<file path="config.mk">
export PLATFORM = sky130hd
export DESIGN_NAME = if_fetch_queue_flat
export DESIGN_NICKNAME = d
export VERILOG_FILES = /design/src/rtl/if_fetch_queue_if.sv /design/src/rtl/if_fetch_queue.sv /design/src/flat_wrapper.sv
export SDC_FILE = /design/constraint.sdc
export NUM_CORES = 1
export LEC_CHECK = 0
export ABC_AREA = 1
export CORE_ASPECT_RATIO = 2
export CORE_MARGIN = 3
export CORE_UTILIZATION = 50
export CTS_BUF_LIST = sky130_fd_sc_hd__clkbuf_8 sky130_fd_sc_hd__clkbuf_16
export DETAILED_ROUTE_END_ITERATION = 7
export PLACE_DENSITY = 0.79
export SYNTH_ARGS = -nofsm -noshare
export SYNTH_HDL_FRONTEND = slang
export SYNTH_SLANG_ARGS = --single-unit
</file>
<file path="constraint.sdc">
create_clock -name clock -period 7.33 [get_ports clock]
set_input_delay 1.0995 -clock clock [delete_from_list [all_inputs] [get_ports clock]]
set_output_delay 1.0995 -clock clock [all_outputs]
set_load 0.005 [all_outputs]
</file>
<file path="src/rtl/if_fetch_queue_if.sv">
// Fetch-stage bus: instruction-memory request/response, redirect, and the decode-facing valid/ready port.
// master = fetch stage, slave = memory/decode side.
interface if_fetch_queue_if;
  logic        imem_req;
  logic [31:0] imem_addr;
  logic [31:0] imem_rdata;
  logic        redirect;
  logic [31:0] redirect_pc;
  logic        out_valid;
  logic [31:0] out_instr;
  logic [31:0] out_pc;
  logic        out_ready;

  modport master (
    output imem_req, imem_addr, out_valid, out_instr, out_pc,
    input  imem_rdata, redirect, redirect_pc, out_ready
  );

  modport slave (
    input  imem_req, imem_addr, out_valid, out_instr, out_pc,
    output imem_rdata, redirect, redirect_pc, out_ready
  );
endinterface

</file>
<file path="src/rtl/if_fetch_queue.sv">
// Fetch PC owner + DEPTH-entry {instr,pc} FIFO; request to out_valid is 2 cycles, no bypass.
// Issue stops once FIFO plus in-flight would exceed DEPTH unless a pop frees a slot; redirect flushes all.
module if_fetch_queue #(
  parameter logic [31:0] RESET_PC = 32'h0000_0000,
  parameter int          DEPTH    = 2
) (
  input  logic              clock,
  input  logic              reset,
  if_fetch_queue_if.master  bus
);

  localparam int PW = $clog2(DEPTH);
  localparam int CW = $clog2(DEPTH + 1);

  logic [31:0]   fetch_pc;
  logic          inflight;
  logic [31:0]   inflight_pc;
  logic [31:0]   q_instr [DEPTH];
  logic [31:0]   q_pc    [DEPTH];
  logic [PW-1:0] head;
  logic [PW-1:0] tail;
  logic [CW-1:0] count;

  logic          pop;
  logic          push;
  logic          issue;
  logic [CW:0]   occupancy;

  function automatic logic [PW-1:0] ptr_inc(input logic [PW-1:0] p);
    return (p == PW'(DEPTH - 1)) ? '0 : p + PW'(1);
  endfunction

  always_comb begin
    occupancy = {1'b0, count} + {{CW{1'b0}}, inflight};
    pop       = (count != '0) & bus.out_ready;
    push      = inflight & ~bus.redirect;
    // A pop in the same cycle frees the slot the new response will land in.
    issue     = ~reset & ~bus.redirect & ((occupancy < (CW+1)'(DEPTH)) | pop);
  end

  assign bus.imem_req  = issue;
  assign bus.imem_addr = fetch_pc;
  assign bus.out_valid = (count != '0);
  assign bus.out_instr = q_instr[head];
  assign bus.out_pc    = q_pc[head];

  always_ff @(posedge clock) begin
    if (reset) begin
      fetch_pc <= RESET_PC;
      inflight <= 1'b0;
      head     <= '0;
      tail     <= '0;
      count    <= '0;
    end else if (bus.redirect) begin
      fetch_pc <= bus.redirect_pc & ~32'h3;
      inflight <= 1'b0;
      head     <= '0;
      tail     <= '0;
      count    <= '0;
    end else begin
      if (issue) begin
        fetch_pc    <= fetch_pc + 32'd4;
        inflight_pc <= fetch_pc;
      end
      inflight <= issue;
      if (push) tail <= ptr_inc(tail);
      if (pop)  head <= ptr_inc(head);
      case ({push, pop})
        2'b10:   count <= count + CW'(1);
        2'b01:   count <= count - CW'(1);
        default: count <= count;
      endcase
    end
  end

  always_ff @(posedge clock) begin
    if (push) begin
      q_instr[tail] <= bus.imem_rdata;
      q_pc[tail]    <= inflight_pc;
    end
  end

endmodule

</file>
<file path="src/flat_wrapper.sv">
// flat-port wrapper written by rule: the top's interface ports become plain ports
module if_fetch_queue_flat 
#(
  parameter logic [31:0] RESET_PC = 32'h0000_0000,
  parameter int          DEPTH    = 2
)
  (clock, reset, bus_imem_req, bus_imem_addr, bus_out_valid, bus_out_instr, bus_out_pc, bus_imem_rdata, bus_redirect, bus_redirect_pc, bus_out_ready);
  if_fetch_queue_if bus_i ();
  input  logic clock;
  input  logic reset;
  output wire logic [$bits(bus_i.imem_req)-1:0] bus_imem_req;
  output wire logic [$bits(bus_i.imem_addr)-1:0] bus_imem_addr;
  output wire logic [$bits(bus_i.out_valid)-1:0] bus_out_valid;
  output wire logic [$bits(bus_i.out_instr)-1:0] bus_out_instr;
  output wire logic [$bits(bus_i.out_pc)-1:0] bus_out_pc;
  input wire logic [$bits(bus_i.imem_rdata)-1:0] bus_imem_rdata;
  input wire logic [$bits(bus_i.redirect)-1:0] bus_redirect;
  input wire logic [$bits(bus_i.redirect_pc)-1:0] bus_redirect_pc;
  input wire logic [$bits(bus_i.out_ready)-1:0] bus_out_ready;
  assign bus_imem_req = bus_i.imem_req;
  assign bus_imem_addr = bus_i.imem_addr;
  assign bus_out_valid = bus_i.out_valid;
  assign bus_out_instr = bus_i.out_instr;
  assign bus_out_pc = bus_i.out_pc;
  assign bus_i.imem_rdata = bus_imem_rdata;
  assign bus_i.redirect = bus_redirect;
  assign bus_i.redirect_pc = bus_redirect_pc;
  assign bus_i.out_ready = bus_out_ready;
  if_fetch_queue #(.RESET_PC(RESET_PC), .DEPTH(DEPTH)) u_core (.clock(clock), .reset(reset), .bus(bus_i));
endmodule
</file>
==> impl_table.tex <==
\begin{tabular}{lr}
\hline
Metric & Value \\
\hline
\multicolumn{2}{l}{\textbf{Run status}} \\
Run status & finished, final reports clean \\
\multicolumn{2}{l}{\textbf{Critical path}} \\
Crit end category & output port \\
FF-to-FF Start & u\_core.inflight\$\_SDFF\_PN0\_ \\
Most repeated library cell on the critical path & clkdlybuf4s50\_1 \\
R2r worst-path depth & 3 \\
Max incr delay on CP & between 1000 and 1500 ps \\
Maximum fanout count along the critical path & 20 \\
CP startpoint & reset \\
Endpoint of the most critical register-to-register path & u\_core.q\_instr[0][30]\$\_DFFE\_PP\_ \\
Category of the critical setup timing path & in2out \\
Crit path required time & about 6200 ps \\
Register-to-register path setup slack & about 5300 ps \\
Arrival time of data at the critical path endpoint & $\sim$3500 ps \\
Cell with the largest stage delay on the worst path & clkdlybuf4s50\_1 \\
Worst Setup Start Kind & input port \\
Critical path, cell by cell & clkdlybuf4s50\_1, nor2\_2, nand2\_8, inv\_2, clkdlybuf4s50\_1 \\
\multicolumn{2}{l}{\textbf{Synthesis}} \\
Commonest cells in the netlist & 154 x edfxtp\_1, 110 x nand2\_1, 76 x nor2\_1, 62 x mux2\_2, 36 x dfxtp\_1 \\
Largest family of logic cells by synthesized area & simple AND/OR/NAND/NOR gates \\
Post-Synth Adder-Cell Area & 0.3176\% \\
Simple-gate share of the synthesized area & around 14\% \\
Sequential area share after synthesis & between 60 and 70\% \\
Synth async-reset ratio & 0\% \\
Number of instances in the synthesized netlist & 628 \\
YS warnings & 0 \\
Leading post-synthesis cells by cell area & edfxtp\_1 59\%, dfxtp\_1 9.1\%, mux2\_2 8.9\% \\
Area fraction in compound gates after synthesis & 4.684\% \\
Largest area contributor in the netlist & edfxtp\_1 \\
Multiplexer share of the synthesized area & 8.860\% \\
Unique cell type count in the Yosys netlist & 39 \\
Syn Std Cell Area & 7880 um\^{}2 \\
Share of the synthesized area in the top cell type & approximately 59\% \\
XOR/XNOR Fraction of Synth Area & 0.4446\% \\
Average size of a mapped cell & 12.55 um\^{}2 \\
Post-synth top flop & edfxtp\_1 \\
Most instantiated library cell after synthesis & edfxtp\_1 \\
Flop and latch count out of synthesis & 190 \\
Number of enable flip-flop cells after synthesis & 154 \\
\multicolumn{2}{l}{\textbf{STA}} \\
Final sum of negative setup slack & 0 ps \\
Final setup margin & about 2700 ps \\
Fin crit share & 62.89\% \\
Post-layout minimum cycle time & 4610 ps \\
Least-Margin Pin Slew & 1220 ps \\
Final-report setup violation count & 0 \\
Number of hold-slack violations in the final timing report & 0 \\
Unrepaired setup endpoints after global routing & false \\
Peak Freq & about 0.22 GHz \\
Headroom to the max-slew limit & 18.43\% \\
Worst clock skew & 12.79 ps \\
Final number of max-transition violations & 0 \\
\multicolumn{2}{l}{\textbf{Clock tree}} \\
Num Clock Sinks & 190 \\
CTS root buffer & clkbuf\_16 \\
Post-CTS Setup Repair Bufs & 0 \\
Deepest level of the CTS H-tree & 4 \\
Hold Buf Count CTS & 0 \\
Number of buffers added by the clock tree synthesis step & 17 \\
Clock Latency Late Sink & $\sim$430 ps \\
Clk buf depth & 2 \\
CTS resizes & 0 \\
CTS tree & built \\
CTS clock-pin slew for the worst setup and hold paths & 70 ps \\
\multicolumn{2}{l}{\textbf{Hold path}} \\
Worst hold-check path type & reg2reg \\
Number of cells traversed by the worst hold path & 0 \\
Hold endpoint & u\_core.q\_pc[1][27]\$\_DFFE\_PP\_ \\
Min-Delay Startpoint & u\_core.inflight\_pc[27]\$\_DFFE\_PP\_ \\
\multicolumn{2}{l}{\textbf{Global route}} \\
Met1 Resource Use GR & about a fifth \\
Wire length of the first global-routing pass & 26370 um \\
Largest net degree at the start of global routing & 63 \\
Number of antenna violations at the first check in global routing & 0 \\
Global route overflow & 0 \\
Via count of the first global-routing pass & 5450 \\
Global router's overall resource usage & 19.98\% \\
Layer carrying the most global-route usage & met2 \\
Fraction of met2 tracks used by global routing & 37.22\% \\
Fraction of met3 tracks used by global routing & 4.465\% \\
\multicolumn{2}{l}{\textbf{Power and ir drop}} \\
Clock Power Share & between 30\% and 40\% \\
Sw Pwr & 0.5183 mW \\
Total chip power & roughly 2.3 mW \\
Maximum resistive drop on vdd & 0.0001729 V \\
Switching share of power & 22.89\% \\
Part of the power in combinational logic & 7.7\% \\
Total power divided by cell area & 222.8 nW/um\^{}2 \\
Flop pwr share & 54.4\% \\
Cell-internal power & 1.746 mW \\
Leak & about 3.4 nW \\
\multicolumn{2}{l}{\textbf{Finish}} \\
Number of antenna diodes & 0 \\
Area growth, synth to finish & 28.95\% \\
Design area & 10160 um\^{}2 \\
Fraction of final layout cells sized beyond drive strength 1 & 17.46\% \\
Post-layout net count & between 800 and 900 \\
Filler instances & 1175 \\
Number of cells in the finished layout apart from fillers & 1000 \\
\multicolumn{2}{l}{\textbf{Die}} \\
Die extent in x & approximately 95 um \\
Boundary Pins & 166 \\
Die area & 17390 um\^{}2 \\
Core area & 15370 um\^{}2 \\
Starting density of the core & 51.25\% \\
Die Y-Extent & roughly 180 um \\
Number of placement rows & 64 \\
\multicolumn{2}{l}{\textbf{Route}} \\
Iteration-0 DRC count of the detailed router & 256 \\
Final routed DRC violation total & 0 \\
Remaining antenna violation count & 0 \\
Detailed Route WL & 16890 um \\
Routed wirelength normalized by instance count & 16.89 um \\
Drt pass-1 iters & 7 \\
Detailed-route via count & 5223 \\
Vias per Instance & $\sim$5.2 \\
\multicolumn{2}{l}{\textbf{Placed design}} \\
Weighted congestion at the end of routability-driven global placement & 0.9410 \\
Instance count after placement with tap cells included & 968 \\
PortBufs & between 150 and 200 \\
Post-placement cell area & 9613 um\^{}2 \\
Setup Slack @ Placement & 2708 ps \\
Detail Placement HPWL & 11920 um \\
\multicolumn{2}{l}{\textbf{Flow run}} \\
Maximum capacitance violations & 0 \\
\hline
\end{tabular}
layout make-up:
| class | instances | area (um^2) | area share, % |
|---|---|---|---|
| multi-input combinational | 381 | 2260 | 22.24 |
| inverter | 36 | 137.6 | 1.355 |
| clock buffer | 17 | 425.4 | 4.187 |
| clock inverter | 15 | 122.6 | 1.207 |
| tap | 198 | 247.7 | 2.438 |
| timing repair buffer | 163 | 1622 | 15.96 |
| sequential | 190 | 5346 | 52.62 |
critical path, delay by kind of cell:
kind / cells / cell delay, ps
buffers and inverters: 3 / 1640
and+or+nand+nor: 2 / 750
power groups by stage:
stage / sequential, mW / combinational [mW] / clock (mW)
after detailed placement: 1.26 / 0.176 / 0
after global routing: 1.24 / 0.191 / 0.920
after floorplan: 1.25 / 0.0799 / 0
after global placement: 1.25 / 0.172 / 0
final: 1.23 / 0.175 / 0.857
after CTS: 1.23 / 0.177 / 0.877
routing by layer:
layer  part of all wire [%]  up-vias
met2                     56      207
met5                      0        -
li1                       -     2502
met1                     34     2457
met3                    5.7       57
met4                    4.6        0
through the flow:
step / hold slack (ps) / util (%)
after floorplan: 421.5 / -
after global placement: 422.4 / 62.52
after detailed placement: 429.6 / 62.52
after CTS: 446.4 / 66.09
after global routing: 460.2 / 66.09
final: 446.4 / 66.09
logic make-up after synthesis:
| kind of cell | Yosys count |
|---|---|
| AOI/OAI and AO/OA | 58 |
| xor gates and xnor gates | 4 |
| adders and majority gates | 2 |
| buffers and inverters | 60 |
| DFF | 190 |
| muxes | 62 |
| other | 1 |
| and+or+nand+nor | 251 |
flip-flops by register name (all words and copies together) (netlist names), named ones only:
register and flops:
u_core.tail 1, u_core.q_instr 64, u_core.q_pc 60, u_core.inflight 1, u_core.bus.imem_addr 30, u_core.head 1, u_core.inflight_pc 30, u_core.count 2
worst max path at each step:
stage,slack (ps),to,depth (start not counted)
after detailed placement,2710,bus_imem_req,5
after floorplan,2710,u_core.q_instr[1][0]$_DFFE_PP_,4
after global placement,2770,bus_imem_req,5
final,2720,bus_imem_req,5
after CTS,2730,bus_imem_req,5
after global routing,2680,bus_imem_req,5
cell usage in the layout (no fill, tap or decap), drive strengths merged:
cell	synthesis	routed
nor3	7	7
a31oi	2	2
or2	5	5
mux2	62	62
nand3	33	33
a21o	1	1
o21bai	1	1
clkbuf	3	17
nand2	124	124
buf	21	4
dfxtp	36	36
conb	1	4
clkinv	0	4
inv	36	47
xnor2	2	2
a211oi	1	1
edfxtp	154	154
a22oi	1	1
o31ai	3	3
a21oi	32	32
o211ai	1	1
nor2	82	82
a221oi	1	1
clkdlybuf4s50	0	159
xor2	2	2
o22ai	2	2
o221ai	2	2
o21ai	11	11
ha	2	2
Note: power is estimated with default switching activity, not from simulation.
